File: config.mk
export PLATFORM = sky130hd
export DESIGN_NAME = uart_string_receiver
export DESIGN_NICKNAME = d
export VERILOG_FILES = /design/src/rtl/pov_rx_pkg.sv /design/src/rtl/uart_rx_byte.sv /design/src/rtl/uart_string_receiver.sv
export SDC_FILE = /design/constraint.sdc
export NUM_CORES = 1
export LEC_CHECK = 0
export BUFFER_PORTS_ARGS = -buffer_cell sky130_fd_sc_hd__buf_2
export CELL_PAD_IN_SITES_DETAIL_PLACEMENT = 1
export CELL_PAD_IN_SITES_GLOBAL_PLACEMENT = 1
export CORE_ASPECT_RATIO = 0.6
export CORE_MARGIN = 1
export CORE_UTILIZATION = 49
export CTS_CLUSTER_SIZE = 12
export DETAILED_ROUTE_END_ITERATION = 16
export HOLD_SLACK_MARGIN = 0.05
export PLACE_DENSITY = 0.9
export SLEW_MARGIN = 25
export SYNTH_ARGS = -nofsm -noshare
export SYNTH_HDL_FRONTEND = slang
export SYNTH_HIERARCHICAL = 1
export SYNTH_SLANG_ARGS = --single-unit
File: constraint.sdc
create_clock -name clk -period 8.6 [get_ports clk]
set_input_delay 0.43 -clock clk [delete_from_list [all_inputs] [get_ports clk]]
set_output_delay 0.43 -clock clk [all_outputs]
set_load 0.1 [all_outputs]
File: src/rtl/pov_rx_pkg.sv
// Shared constants, FSM state type and baud helper for the POV string receiver.
package pov_rx_pkg;

  localparam int          STR_W     = 77;
  localparam int          CHAR_W    = 7;
  localparam int          MAX_CHARS = 11;
  localparam logic [7:0]  TERM      = 8'h0D;

  typedef enum logic [2:0] {
    IDLE,
    START,
    DATA,
    STOP,
    WAIT_IDLE
  } rx_state_t;

  // Clock cycles per UART bit; integer division, rounding down.
  function automatic int clks_per_bit(input int clk_hz, input int baud);
    return clk_hz / baud;
  endfunction

endpackage

File: src/rtl/uart_rx_byte.sv
// 8N1 UART byte receiver: 2-flop synchronizer, bit timer and receive FSM.
// Emits a one-cycle byte_valid with the byte, or a one-cycle frame_err.
module uart_rx_byte
  import pov_rx_pkg::*;
#(
  parameter int CLKS_PER_BIT = 16
) (
  input  logic       clk,
  input  logic       reset,
  input  logic       rx,
  output logic       byte_valid,
  output logic [7:0] byte_data,
  output logic       frame_err
);

  localparam int CNT_W = (CLKS_PER_BIT > 2) ? $clog2(CLKS_PER_BIT) : 1;
  localparam logic [CNT_W-1:0] BIT_END  = CNT_W'(CLKS_PER_BIT - 1);
  localparam logic [CNT_W-1:0] HALF_END = CNT_W'(CLKS_PER_BIT / 2 - 1);

  logic [1:0]       sync_q;
  logic             rx_s;
  rx_state_t        state_q, state_d;
  logic [CNT_W-1:0] cnt_q, cnt_d;
  logic [2:0]       bit_q, bit_d;
  logic [7:0]       shift_q, shift_d;
  logic             valid_q, valid_d;
  logic             ferr_q, ferr_d;

  assign rx_s = sync_q[1];

  // Two-flop synchronizer; resets to the idle-high line level.
  always_ff @(posedge clk) begin
    if (reset) sync_q <= 2'b11;
    else       sync_q <= {sync_q[0], rx};
  end

  // FSM, bit timer, shift register and output pulse registers.
  always_ff @(posedge clk) begin
    if (reset) begin
      state_q <= IDLE;
      cnt_q   <= '0;
      bit_q   <= '0;
      shift_q <= '0;
      valid_q <= 1'b0;
      ferr_q  <= 1'b0;
    end else begin
      state_q <= state_d;
      cnt_q   <= cnt_d;
      bit_q   <= bit_d;
      shift_q <= shift_d;
      valid_q <= valid_d;
      ferr_q  <= ferr_d;
    end
  end

  // Next-state logic: start bit qualified at mid-bit, data/stop sampled a
  // full bit period apart so every sample lands mid-bit.
  always_comb begin
    state_d = state_q;
    cnt_d   = cnt_q;
    bit_d   = bit_q;
    shift_d = shift_q;
    valid_d = 1'b0;
    ferr_d  = 1'b0;
    case (state_q)
      IDLE: begin
        if (!rx_s) begin
          state_d = START;
          cnt_d   = '0;
          bit_d   = '0;
        end
      end
      START: begin
        if (cnt_q == HALF_END) begin
          cnt_d   = '0;
          state_d = rx_s ? IDLE : DATA;  // high at mid-start is a glitch
        end else begin
          cnt_d = cnt_q + 1'b1;
        end
      end
      DATA: begin
        if (cnt_q == BIT_END) begin
          cnt_d   = '0;
          shift_d = {rx_s, shift_q[7:1]};  // LSB first
          bit_d   = bit_q + 3'd1;
          if (bit_q == 3'd7) state_d = STOP;
        end else begin
          cnt_d = cnt_q + 1'b1;
        end
      end
      STOP: begin
        if (cnt_q == BIT_END) begin
          cnt_d = '0;
          if (rx_s) begin
            valid_d = 1'b1;
            state_d = IDLE;
          end else begin
            ferr_d  = 1'b1;
            state_d = WAIT_IDLE;
          end
        end else begin
          cnt_d = cnt_q + 1'b1;
        end
      end
      WAIT_IDLE: begin
        // A held-low line must return high before a new start is trusted.
        if (rx_s) state_d = IDLE;
      end
      default: state_d = IDLE;
    endcase
  end

  assign byte_valid = valid_q;
  assign byte_data  = shift_q;
  assign frame_err  = ferr_q;

endmodule

File: src/rtl/uart_string_receiver.sv
// Packs UART text into a fixed string of 7-bit characters and publishes it
// with a level ready on CR or when the string is full.
module uart_string_receiver #(
  parameter int         CLK_HZ    = 50000000,
  parameter int         BAUD      = 9600,
  parameter int         MAX_CHARS = pov_rx_pkg::MAX_CHARS,
  parameter int         CHAR_W    = pov_rx_pkg::CHAR_W,
  parameter logic [7:0] TERM      = pov_rx_pkg::TERM
) (
  input  logic                            clk,
  input  logic                            reset,
  input  logic                            rx,
  output logic [0:MAX_CHARS*CHAR_W-1]     String,
  output logic                            ready,
  output logic [3:0]                      char_count,
  output logic                            frame_err
);

  localparam int W = MAX_CHARS * CHAR_W;

  logic             byte_valid;
  logic [7:0]       byte_data;
  logic [0:W-1]     asm_q, asm_d, asm_w;
  logic [0:W-1]     str_q, str_d;
  logic [3:0]       cnt_q, cnt_d;
  logic             rdy_q, rdy_d;
  logic             publish;

  uart_rx_byte #(
    .CLKS_PER_BIT(pov_rx_pkg::clks_per_bit(CLK_HZ, BAUD))
  ) u_rx (
    .clk       (clk),
    .reset     (reset),
    .rx        (rx),
    .byte_valid(byte_valid),
    .byte_data (byte_data),
    .frame_err (frame_err)
  );

  // Packer registers: assembly, count, published string and ready.
  always_ff @(posedge clk) begin
    if (reset) begin
      asm_q <= '0;
      str_q <= '0;
      cnt_q <= '0;
      rdy_q <= 1'b0;
    end else begin
      asm_q <= asm_d;
      str_q <= str_d;
      cnt_q <= cnt_d;
      rdy_q <= rdy_d;
    end
  end

  // Accept, discard or terminate on each received byte; publishing copies
  // the assembly (including a char written this cycle) and clears it.
  always_comb begin
    asm_w   = asm_q;
    cnt_d   = cnt_q;
    rdy_d   = rdy_q;
    str_d   = str_q;
    publish = 1'b0;
    if (byte_valid) begin
      if (byte_data == TERM) begin
        publish = (cnt_q != 4'd0);
      end else if (byte_data == 8'h00 || byte_data[7] || byte_data == 8'h0A) begin
        publish = 1'b0;  // control/non-ASCII bytes are dropped silently
      end else begin
        asm_w[int'(cnt_q)*CHAR_W +: CHAR_W] = byte_data[CHAR_W-1:0];
        cnt_d = cnt_q + 4'd1;
        rdy_d = 1'b0;  // first char of a new message retracts the old one
        publish = (int'(cnt_q) + 1 == MAX_CHARS);
      end
    end
    asm_d = asm_w;
    if (publish) begin
      str_d = asm_w;
      rdy_d = 1'b1;
      asm_d = '0;
      cnt_d = 4'd0;
    end
  end

  assign String     = str_q;
  assign ready      = rdy_q;
  assign char_count = cnt_q;

endmodule

Word level (Yosys, flattened, before mapping)
Index checks and enable logic that the tools add are counted.
W data, S select, Z words.

cells by class
  $add $sub $neg = 5
  multipliers = 1
  equal/unequal tests = 18
  shift operators = 2
  multiplexer cells = 29
  bitwise operators = 5
  reductions and logical operators = 17

operators by type and width
  operator                    count
  $mux W77                    3
  $shift A78 B33 Y77 const A  1
  $shiftx A78 B33 Y77         1
  $bwmux W77                  1
  $mux W13                    3
  $pmux W13 S3                1
  $neg A32 Y33                1
  $not A7 Y32                 1
  $mux W3                     9
  $eq A8 B4 Y1 const B        2
  $pmux W3 S5                 1
  $add A13 B1 Y13 const B     1
  $eq A13 B12 Y1 const B      1
  $eq A13 B13 Y1 const B      1
  $ne A2 B1 Y1 const B        5
  $mux W1                     9
  $reduce_and A3 Y1           3
  $logic_not A8 Y1            1
  $mul A4 B3 Y7 const B       1
  $eq A3 B2 Y1 const B        2
  $eq A3 B3 Y1 const B        2
  $ne A2 B2 Y1 const B        3
  $pmux W3 S2                 1
  $reduce_and A6 Y1           1
  other kinds (15)            22

storage, ports and cells
  bits in registers = 190
  input port bits = 3
  output and inout port bits = 83
  logic and storage cells = 88

Longest topological paths before layout
Gate-level depths: netlist of run 1.

  word-level depth = 8
  depth in mapped cells = 13
  mapped depth without buffers = 11

By module
The synthesis of run 1 kept the hierarchy.

modules (own cells, without submodules)
  module                times used  cells each  area each (um^2)  sequential area each (um^2)
  uart_string_receiver  1           905         7861.3            3183.1
  uart_rx_byte          1           173         1524.0            620.6

Worst setup path before layout of run 1
No wires, ideal clock.

  path kind = reg-to-reg
  start point = register cnt_q[1] (netlist: char_count[1])
  end point = register str_q (netlist bit String[64])
  library setup time = 0.121 ns
  data arrival time = 4.220 ns
  data required time = 8.479 ns
  path slack = 4.259 ns
  cell stages (with the launch flop) = 12
  path buffers = 1
  clock period less this slack = 4.341 ns
  cell sequence = dfxtp_1 fa_1 ha_1 fa_1 buf_4 nand3_2 xnor2_2 nand2_2 or4_1 o22ai_1 mux2i_1 o21ai_1

on the way
  cells in the longest elaborated chain, start to end = 8
  elaborated cells on any way between the ends = 15
  those cells by class = add/sub: 2; mul: 1; eq/ne: 1; shift: 2; mux: 7; bitwise: 1; reduce/logical: 1

ends and longest elaborated chain
  what                                                              RTL line                    text
  start, declared                                                   uart_string_receiver.sv:25  logic [3:0] cnt_q, cnt_d;
  start signal, assigned                                            uart_string_receiver.sv:50  cnt_q <= cnt_d;
  $mul A4 B3 Y7                                                     uart_string_receiver.sv:69  asm_w[int'(cnt_q)*CHAR_W +: CHAR_W] = byte_data[CHAR_W-1:0];
  $not A7 Y32 (not written as such)                                 uart_string_receiver.sv:69
  $neg A32 Y33                                                      uart_string_receiver.sv:69
  $shiftx A78 B33 Y77 / $shift A78 B33 Y77 (equally long branches)  uart_string_receiver.sv:69
  $bwmux W77                                                        uart_string_receiver.sv:69
  $mux W77                                                          uart_string_receiver.sv:66  end else if (byte_data == 8'h00 || byte_data[7] || byte_data == 8'h0A) begin
  $mux W77                                                          uart_string_receiver.sv:64  if (byte_data == TERM) begin
  $mux W77                                                          uart_string_receiver.sv:63  if (byte_valid) begin
  end signal, assigned                                              uart_string_receiver.sv:49  str_q <= str_d;
  end, declared                                                     uart_string_receiver.sv:24  logic [0:W-1] str_q, str_d;

Several ways; a longest one is shown, not always the timed one.
A chain may end at the register's enable or synchronous reset.

Worst setup path after layout of run 1
  start point = register cnt_q[0] (netlist: char_count[0])
  end point = register str_q (netlist bit String[76])

Same word-level chain as after synthesis.

==> metrics.txt, run 1 <==
P per Cell Area 163 nW/µm²; WP data arrival 5430 ps; number of placed instances, taps included 1346; number of synthesized flops with an enable pin 0; crit path buf inv count 2; # rows 38; layout-stage area growth over the synthesis result 11.4%; DR vias 8728; ant diodes 0; placeable core region roughly 18000 µm²; Worst Max-Slew Pin Slew 1200 ps; router iterations before antenna repair 5; width of the die roughly 180 µm; post-route non-filler standard cell count 1378; setup TNS 0 ps; Synth Flop Type sky130_fd_sc_hd__dfxtp_1; die footprint 19700 µm²; IO buf count 85; CP startpoint kind flop; number of ports placed on the die boundary 86; number of inserted filler cells in the final layout 2193; vias in the first global route 8436; CP Data Required Time 8910 ps; post-route ant nets 0; Die Span Y 109 µm; Resized Gates After CTS 0; post-detailed-route DRC marker count 0; detailed-route vias per instance 6.33; P_leak 0.00406 µW; first-pass GRT wire length 49.5 mm; share of synthesized area occupied by flip-flops and latches 40.5%; final critical-path setup slack approximately 3500 ps; Worst IR Drop VDD 0.127 mV; post-CTS setup buffer count 0; minimum period implied by the final worst setup slack 5130 ps; combined global-route utilization of all metal layers 33.1%; Clock Latency Late Sink ~460 ps; Routed wire per std cell 23.6 µm; total number of cells along the worst setup path 12; Maximum Capacitance Violations 0; total power of the final layout 1710 µW; clk buf depth 2; Initial Util between 50% and 60%; Detailed Place HPWL 22.1 mm; cell with the biggest individual delay on the critical path sky130_fd_sc_hd__a211oi_1; Routed WL 32.5 mm; Post-Synthesis Cells 1078; fraction of registers with async set/reset 0%; final hold vios 0; period utilisation layout 59.6%; antenna violations before repair 0; WS Path Type reg2reg; Final Cell Area 10500 µm²; unrepaired setup endpoints after global routing false; library cell used as clock root buffer sky130_fd_sc_hd__clkbuf_16; number of nets produced by synthesis 1104; worst slew slack as a fraction of its limit 19.2%; total number of nets in the final design 1151; cell-by-cell trace of the critical path buf_4 -> fa_1 -> ha_1 -> ha_1 -> buf_4 -> nand2b_1 -> a21oi_1 -> a211oi_1 -> nor3_1 -> nand2_1 -> mux2i_1 -> o21ai_0; final setup violation count 0; Post-Syn Area per Cell 8.71 µm²; number of DRC violations after detailed-routing iteration 0 979; dpl cell area between 9000 and 10000 µm²; count of different cell masters after synthesis just under 90; Clock Skews approximately 14 ps; GR Overflow Total 0; CTS tree built; achievable clock frequency between 150 and 200 MHz; Mapped Area 9390 µm²; Hold Crit Start rx; Clk pin slew, worst setup/hold paths 80 ps; Crit path largest cell delay ~950 ps; Syn. warnings 6; area taken by multi-input logic gates 5220 µm²; CTS buffer count 17; flop and latch count out of synthesis between 150 and 200; area used by sequential logic in the layout 3800 µm²; Num Clock Sinks 190; dpl ws 3810 ps; number of cells traversed by the worst register-to-register path 12; class of the most critical hold timing path in2reg; largest fanout on the critical path 42; max-slew violation total from the final report 0; launching point of the worst reg2reg path char_count[0]; nature of the critical path endpoint flop; cts hold-fix bufs 0; CTS H-tree depth 4; largest net degree at the start of global routing between 80 and 90; kind of cell with the highest combined delay on the critical path adder cells; source of the critical timing path char_count[0]; fraction of final layout cells with drive strength greater than 1 around 16%; number of cells on the worst hold path 2; status finished clean; placer's final routability congestion estimate 0.985
## worst paths after layout
path / end / slack (ps)
worst min register to register: u_rx/sync_q[1] / 430
worst min-delay path: u_rx/sync_q[0] / 160
worst max register to register: String[76] / 3470
worst max-delay path: String[76] / 3470
## state kept, by name (all words and copies together) (netlist names)
name             count
ready                1
u_rx/sync_q          2
u_rx/frame_err       1
char_count           4
u_rx/state_q         3
asm_q               77
String              77
u_rx/bit_q           3
u_rx/byte_valid      1
u_rx/cnt_q          13
u_rx/byte_data       8
## layout by cell type, fill, tap and decap left out, drive strengths merged, types with 9 or more instances in the layout
cell | Yosys | final
buf | 33 | 95
nand2 | 151 | 151
o21ai | 90 | 90
clkbuf | 34 | 19
mux2i | 86 | 86
nor2 | 130 | 130
a211oi | 10 | 10
nand2b | 15 | 15
nand3 | 42 | 42
nor3 | 33 | 33
o31ai | 12 | 12
inv | 11 | 16
o211ai | 11 | 11
a22o | 9 | 9
a21oi | 26 | 26
dfxtp | 190 | 190
or4 | 11 | 11
nor4 | 17 | 17
nor2b | 11 | 11
ha | 19 | 19
## cell usage after synthesis (all sizes together) (5+ instances only)
master | count | share of area, %
a21oi | 26 | 1.7
nor2b | 11 | 0.73
buf | 33 | 2.1
o22ai | 8 | 0.53
mux2i | 86 | 9.2
or4 | 11 | 0.92
a21o | 5 | 0.40
or3 | 6 | 0.40
nor2 | 130 | 5.3
nand3 | 42 | 2.3
dfxtp | 190 | 41
nand4b | 5 | 0.47
o21ai | 90 | 4.8
and3 | 6 | 0.40
nor4 | 17 | 1.6
xnor2 | 8 | 1.2
clkbuf | 34 | 1.4
nor3 | 33 | 1.9
nand2b | 15 | 1.0
or2 | 7 | 0.47
nand2 | 151 | 6.1
o31ai | 12 | 0.96
o211ai | 11 | 0.99
nand4 | 8 | 0.53
a22o | 9 | 0.85
nor4bb | 6 | 0.64
inv | 11 | 0.44
ha | 19 | 2.5
a31oi | 8 | 0.53
a211oi | 10 | 0.80
## logic make-up (layout without fill, tap and decap cells)
| family | after synthesis | in the layout | share of synthesized area, % |
|---|---|---|---|
| muxes | 94 | 94 | 10.6 |
| xor gates and xnor gates | 11 | 11 | 1.63 |
| and+or+nand+nor | 461 | 461 | 23.9 |
| adders and majority gates | 23 | 23 | 3.39 |
| AOI/OAI and AO/OA | 220 | 220 | 16.0 |
| buffers and inverters | 79 | 139 | 4.00 |
| DFF | 190 | 190 | 40.5 |
## power breakdown
part	total (µW)	switching, µW	leakage [µW]	internal, µW
Clock	795	397	0.000277	397
Sequential	882	1.71	0.00153	880
Combinational	29.6	23.8	0.00226	5.78
## final cells by class
type	instances	share of cell area, %
Sequential cell	190	36.4
Clock inverter	13	1.20
Clock buffer	19	4.33
Timing Repair Buffer	95	4.79
Tap cell	240	2.87
Inverter	12	0.431
Multi-Input combinational cell	809	50.0
## layer usage
| layer | wire length, µm | GRT usage, % | up-vias |
|---|---|---|---|
| met2 | 13300 | 47.7 | 424 |
| met3 | 3250 | 8.75 | 52 |
| met1 | 15400 | 48.3 | 4306 |
| met4 | 508 | 9.04 | 0 |
| li1 | - | - | 3946 |
| met5 | 0 | 0 | - |
## through the flow
stage,utilization [%],hold WS [ps]
after floorplan,-,389
after global placement,53.6,395
after detailed placement,53.6,418
after CTS,56.8,158
after global routing,56.8,163
final,56.8,165
## worst register-to-register path, cell delays in order, from the launching register on
cell,delay [ps]
sky130_fd_sc_hd__dfxtp_1,310
sky130_fd_sc_hd__buf_4,350
sky130_fd_sc_hd__fa_1,480
sky130_fd_sc_hd__ha_1,520
sky130_fd_sc_hd__ha_1,420
sky130_fd_sc_hd__buf_4,410
sky130_fd_sc_hd__nand2b_1,480
sky130_fd_sc_hd__a21oi_1,120
sky130_fd_sc_hd__a211oi_1,950
sky130_fd_sc_hd__nor3_1,290
sky130_fd_sc_hd__nand2_1,220
sky130_fd_sc_hd__mux2i_1,290
sky130_fd_sc_hd__o21ai_0,130
Note: power is estimated with default switching activity, not from simulation.
==> run 2, diff against run 1 <==
--- a/config.mk
+++ b/config.mk
@@ -10,11 +10,11 @@
 export CELL_PAD_IN_SITES_GLOBAL_PLACEMENT = 1
 export CORE_ASPECT_RATIO = 0.6
 export CORE_MARGIN = 1
-export CORE_UTILIZATION = 49
+export CORE_UTILIZATION = 41
 export CTS_CLUSTER_SIZE = 12
 export DETAILED_ROUTE_END_ITERATION = 16
 export HOLD_SLACK_MARGIN = 0.05
-export PLACE_DENSITY = 0.9
+export PLACE_DENSITY = 0.81
 export SLEW_MARGIN = 25
 export SYNTH_ARGS = -nofsm -noshare
 export SYNTH_HDL_FRONTEND = slang
==> constraint.sdc (replaced) <==
create_clock -name clk -period 4.5 [get_ports clk]
set_input_delay 0.225 -clock clk [delete_from_list [all_inputs] [get_ports clk]]
set_output_delay 0.225 -clock clk [all_outputs]
set_load 0.1 [all_outputs]
==> metrics.txt, run 2 (same netlist as run 1, synthesis figures left out) <==
class of the most critical hold timing path in2reg; status finished clean; setup TNS 0 ps; P_int 2500 µW; P_leak 0.00425 µW; Routed WL around 33 mm; dpl cell area 10200 µm²; Die Span Y 119 µm; Initial Util 42.2%; final setup violation count 0; max-slew violation total from the final report 0; # rows 42; minimum period implied by the final worst setup slack around 4200 ps; CTS buffer count 17; Routed wire per std cell 22.2 µm; combined global-route utilization of all metal layers 28.5%; total power of the final layout 3310 µW; net switching share of the total power 24.5%; Clock Latency Late Sink 450 ps; final hold vios 0; DR vias a little under 9000; WS Path Type reg2reg; area used by sequential logic in the layout between 3000 and 4000 µm²; placeable core region 22200 µm²; placer's final routability congestion estimate 0.974; Worst IR Drop VDD 0.259 mV; total number of nets in the final design 1185; unrepaired setup endpoints after global routing false; period utilisation layout 94.0%; nature of the critical path endpoint flop; number of DRC violations after detailed-routing iteration 0 711; Maximum Capacitance Violations 0; portion of total power attributed to sequential cells 50.9%; Clock Skews ~13 ps; Detailed Place HPWL roughly 23 mm; Clk pin slew, worst setup/hold paths 80 ps; number of ports placed on the die boundary 86; WP data arrival 4530 ps; detailed-route vias per instance 5.94; reported net switching power approximately 810 µW; achievable clock frequency 236 MHz; library cell used as clock root buffer sky130_fd_sc_hd__clkbuf_16; worst slew slack as a fraction of its limit 34.0%; CTS tree built; leading cell type in the layout, fill and taps excluded sky130_fd_sc_hd__dfxtp_1; area taken by multi-input logic gates 5220 µm²; fraction of power consumed by the clock network 47.4%; CP startpoint kind flop; IO buf count 85; number of inserted filler cells in the final layout 2658; combinational share of power under 10%; CP Data Required Time 4800 ps; clk buf depth 2; commonest cells after routing, fill and taps aside 189 x sky130_fd_sc_hd__dfxtp_1, 150 x sky130_fd_sc_hd__nand2_1, 127 x sky130_fd_sc_hd__nor2_1; GR Overflow Total 0; post-route ant nets 0; largest fanout on the critical path 10; router iterations before antenna repair 5; P per Cell Area 306 nW/µm²; die footprint 23500 µm²; post-detailed-route DRC marker count 0; largest net degree at the start of global routing between 70 and 80; width of the die 197 µm; antenna violations before repair 1; first-pass GRT wire length between 50 and 60 mm; Final Cell Area between 10000 and 15000 µm²; Num Clock Sinks 190; Worst Max-Slew Pin Slew 986 ps; vias in the first global route 8653; CTS H-tree depth 4; layout-stage area growth over the synthesis result 15.3%; fraction of final layout cells with drive strength greater than 1 18.2%
-- run 2: cell types whose count changed in the layout (fill, tap and decap cells not counted), sizes merged --
cell / before / now
buf: 95 / 128
bufinv: 0 / 1
clkinv: 6 / 4
clkinvlp: 3 / 1
diode: 0 / 1
dlygate4sd3: 0 / 1
inv: 16 / 18
-- run 2: critical path, cell delays in order, from the launching register on --
cell and delay [ps]:
sky130_fd_sc_hd__dfxtp_2 480, sky130_fd_sc_hd__fa_1 470, sky130_fd_sc_hd__ha_1 220, sky130_fd_sc_hd__fa_1 610
sky130_fd_sc_hd__nand2_1 150, sky130_fd_sc_hd__or3_1 590, sky130_fd_sc_hd__nor4_1 540, sky130_fd_sc_hd__o21a_1 500
sky130_fd_sc_hd__nand2_1 150, sky130_fd_sc_hd__mux2i_1 270, sky130_fd_sc_hd__o21ai_0 100
-- run 2: timing repair --
action,in CTS,in global routing
setup endpoints to repair,0,15
resized for setup,0,1
endpoints found under the hold margin,1,0
hold buffers,1,0
setup buffers,0,0
-- run 2: layout make-up --
cell class                 count  share of cell area (%)
antenna                        1                  0.0231
clock buffer                  19                    4.09
clock inverter                12                    1.34
inverter                      12                   0.416
multi-input combinational    809                    48.3
sequential                   190                    35.2
tap                          308                    3.56
timing repair buffer         129                    7.12
-- run 2: through the flow --
| stage | hold WS [ps] | util, % | setup slack [ps] | std cells |
|---|---|---|---|---|
| after floorplan | 294 | - | 159 | 1078 |
| after global placement | 395 | 45.9 | 459 | 1447 |
| after detailed placement | 398 | 45.9 | 209 | 1447 |
| after CTS | 321 | 48.6 | 169 | 1479 |
| after global routing | 349 | 48.7 | 108 | 1479 |
| final | 324 | 48.7 | 269 | 1480 |
-- run 2: power groups by stage --
stage | clock, µW | combinational (µW) | sequential [µW]
after floorplan | 0 | 42.4 | 1720
after global placement | 0 | 56.7 | 1720
after detailed placement | 0 | 56.8 | 1720
after CTS | 1580 | 57.8 | 1680
after global routing | 1640 | 63.3 | 1680
final | 1570 | 58.2 | 1680
-- run 2: final timing paths --
path,startpoint,endpoint,slack (ps),depth (start not counted)
worst min-delay path,reset,u_rx/cnt_q[1],320,2
worst max register to register,char_count[1],String[8],270,10
worst max-delay path,char_count[1],String[8],270,10
worst min register to register,u_rx/sync_q[0],u_rx/sync_q[1],410,1
-- run 2: per-layer routing --
| metal | global-route usage (%) | vias to the layer above | part of all wire [%] |
|---|---|---|---|
| met2 | 38.8 | 372 | 40 |
| met1 | 42.6 | 4368 | 50 |
| met4 | 7.32 | 0 | 1.3 |
| met3 | 8.98 | 44 | 8.7 |
| met5 | 0 | - | 0 |
| li1 | - | 4001 | - |
==> run 3, diff against run 2 <==
--- a/config.mk
+++ b/config.mk
@@ -6,7 +6,7 @@
 export NUM_CORES = 1
 export LEC_CHECK = 0
 export BUFFER_PORTS_ARGS = -buffer_cell sky130_fd_sc_hd__buf_2
-export CELL_PAD_IN_SITES_DETAIL_PLACEMENT = 1
+export CELL_PAD_IN_SITES_DETAIL_PLACEMENT = 0
 export CELL_PAD_IN_SITES_GLOBAL_PLACEMENT = 1
 export CORE_ASPECT_RATIO = 0.6
 export CORE_MARGIN = 1
==> metrics.txt, run 3 (same netlist as run 1, synthesis figures left out) <==
commonest cells after routing, fill and taps aside 190 x sky130_fd_sc_hd__dfxtp_1, 150 x sky130_fd_sc_hd__nand2_1, 127 x sky130_fd_sc_hd__nor2_1; ant diodes 0; CP Data Required Time roughly 4800 ps; router iterations before antenna repair 5; minimum period implied by the final worst setup slack 4200 ps; largest fanout on the critical path 10; nature of the critical path endpoint flop; vias in the first global route 7727; setup TNS 0 ps; DR vias 8443; period utilisation layout 93.3%; Hold Crit Start reset; Resized Gates After CTS 0; unrepaired setup endpoints after global routing false; final hold vios 0; CP startpoint kind flop; first-pass GRT wire length roughly 45 mm; IO buf count 85; achievable clock frequency 238 MHz; antenna violations before repair 0; library cell used as clock root buffer sky130_fd_sc_hd__clkbuf_16; P_leak 0.00427 µW; post-detailed-route DRC marker count 0; Routed wire per std cell slightly below 20 µm; total power of the final layout roughly 3400 µW; post-route ant nets 0; width of the die 197 µm; placeable core region 22200 µm²; CTS buffer count 17; clk buf depth 2; register-to-register setup slack between 200 and 300 ps; max-slew violation total from the final report 0; combined global-route utilization of all metal layers 25.4%; final setup violation count 0; largest net degree at the start of global routing 77; total number of nets in the final design 1185; status finished clean; launching point of the worst reg2reg path char_count[1]; CTS tree built; number of cells on the worst hold path 2; number of ports placed on the die boundary 86; worst slew slack as a fraction of its limit 27.3%; layout-stage area growth over the synthesis result 15.8%; class of the most critical hold timing path in2reg; detailed-route vias per instance 5.70; Maximum Capacitance Violations 0; Detailed Place HPWL about 21 mm; number of DRC violations after detailed-routing iteration 0 865; Reg-to-Reg End String[45]; # rows 42; Die Span Y 119 µm; CTS H-tree depth 4; P per Cell Area 312 nW/µm²; GR Overflow Total 0; WP data arrival 4500 ps; die footprint ~24000 µm²; placer's final routability congestion estimate 0.974; Num Clock Sinks between 150 and 200; Clock Latency Late Sink 450 ps; Routed WL 29.2 mm; Worst IR Drop VDD 0.271 mV; Worst Max-Slew Pin Slew about 1100 ps; Initial Util 42.2%; leading cell type in the layout, fill and taps excluded sky130_fd_sc_hd__dfxtp_1; number of inserted filler cells in the final layout 2142; number of cells traversed by the worst register-to-register path 11; Clock Skews about 12 ps; fraction of final layout cells with drive strength greater than 1 roughly 18%; Clk pin slew, worst setup/hold paths 80 ps; WS Path Type reg2reg; terminating pin of the worst hold path u_rx/cnt_q[1]
## run 3: power breakdown
part / total, µW / switching, µW / internal [µW] / leakage [µW]
Combinational: 56.8 / 43.4 / 13.3 / 0.00244
Clock: 1640 / 782 / 863 / 0.000306
Sequential: 1680 / 2.99 / 1680 / 0.00153
## run 3: how the worst max path moves through the flow
stage	end	start	slack, ps
2_1_floorplan	String[64]	char_count[1]	160
3_3_place_gp	String[45]	char_count[1]	460
3_5_place_dp	String[45]	char_count[1]	350
4_1_cts	String[45]	char_count[1]	330
5_1_grt	String[62]	char_count[1]	20
6_report	String[45]	char_count[1]	300
## run 3: layout make-up
type	instances	area, µm²	area share [%]
multi-input combinational	809	5220	48.0
sequential	190	3800	35.0
timing repair buffer	129	771	7.09
clock buffer	17	425	3.92
tap	308	385	3.55
clock inverter	15	219	2.02
inverter	12	45.0	0.415
## run 3: metrics by stage
| stage | cell area, µm² | utilization [%] | hold WS (ps) | setup slack, ps | std cells |
|---|---|---|---|---|---|
| finish | 10900 | 48.9 | 325 | 300 | 1480 |
| detailed placement | 10200 | 45.9 | 398 | 348 | 1447 |
| floorplan | 9390 | - | 294 | 159 | 1078 |
| global route | 10900 | 48.9 | 353 | 17.2 | 1480 |
| global placement | 10200 | 45.9 | 395 | 459 | 1447 |
| CTS | 10900 | 48.9 | 315 | 327 | 1480 |
## run 3: what timing repair did
| item | CTS | global route |
|---|---|---|
| endpoints found under the hold margin | 1 | 0 |
| hold buffers | 1 | 0 |
| buffers inserted | 0 | 0 |
## run 3: per-layer routing
metal  global-route usage (%)  up-vias  routed length (µm)
li1                         -     4022                   -
met1                     41.5     4045               15400
met2                     31.5      343               10800
met3                     6.29       31                2610
met4                     6.20        2                 309
met5                     1.31        -                  35
## run 3: critical path, cell delays in order, from the launching register on
cell                      delay [ps]
sky130_fd_sc_hd__dfxtp_1         590
sky130_fd_sc_hd__fa_1            500
sky130_fd_sc_hd__ha_1            230
sky130_fd_sc_hd__fa_1            600
sky130_fd_sc_hd__nand2_1         160
sky130_fd_sc_hd__or3_1           570
sky130_fd_sc_hd__nor2_2          220
sky130_fd_sc_hd__a22oi_2         210
sky130_fd_sc_hd__buf_4           230
sky130_fd_sc_hd__nor4_1          380
sky130_fd_sc_hd__mux2i_1         260
sky130_fd_sc_hd__o21ai_0         100
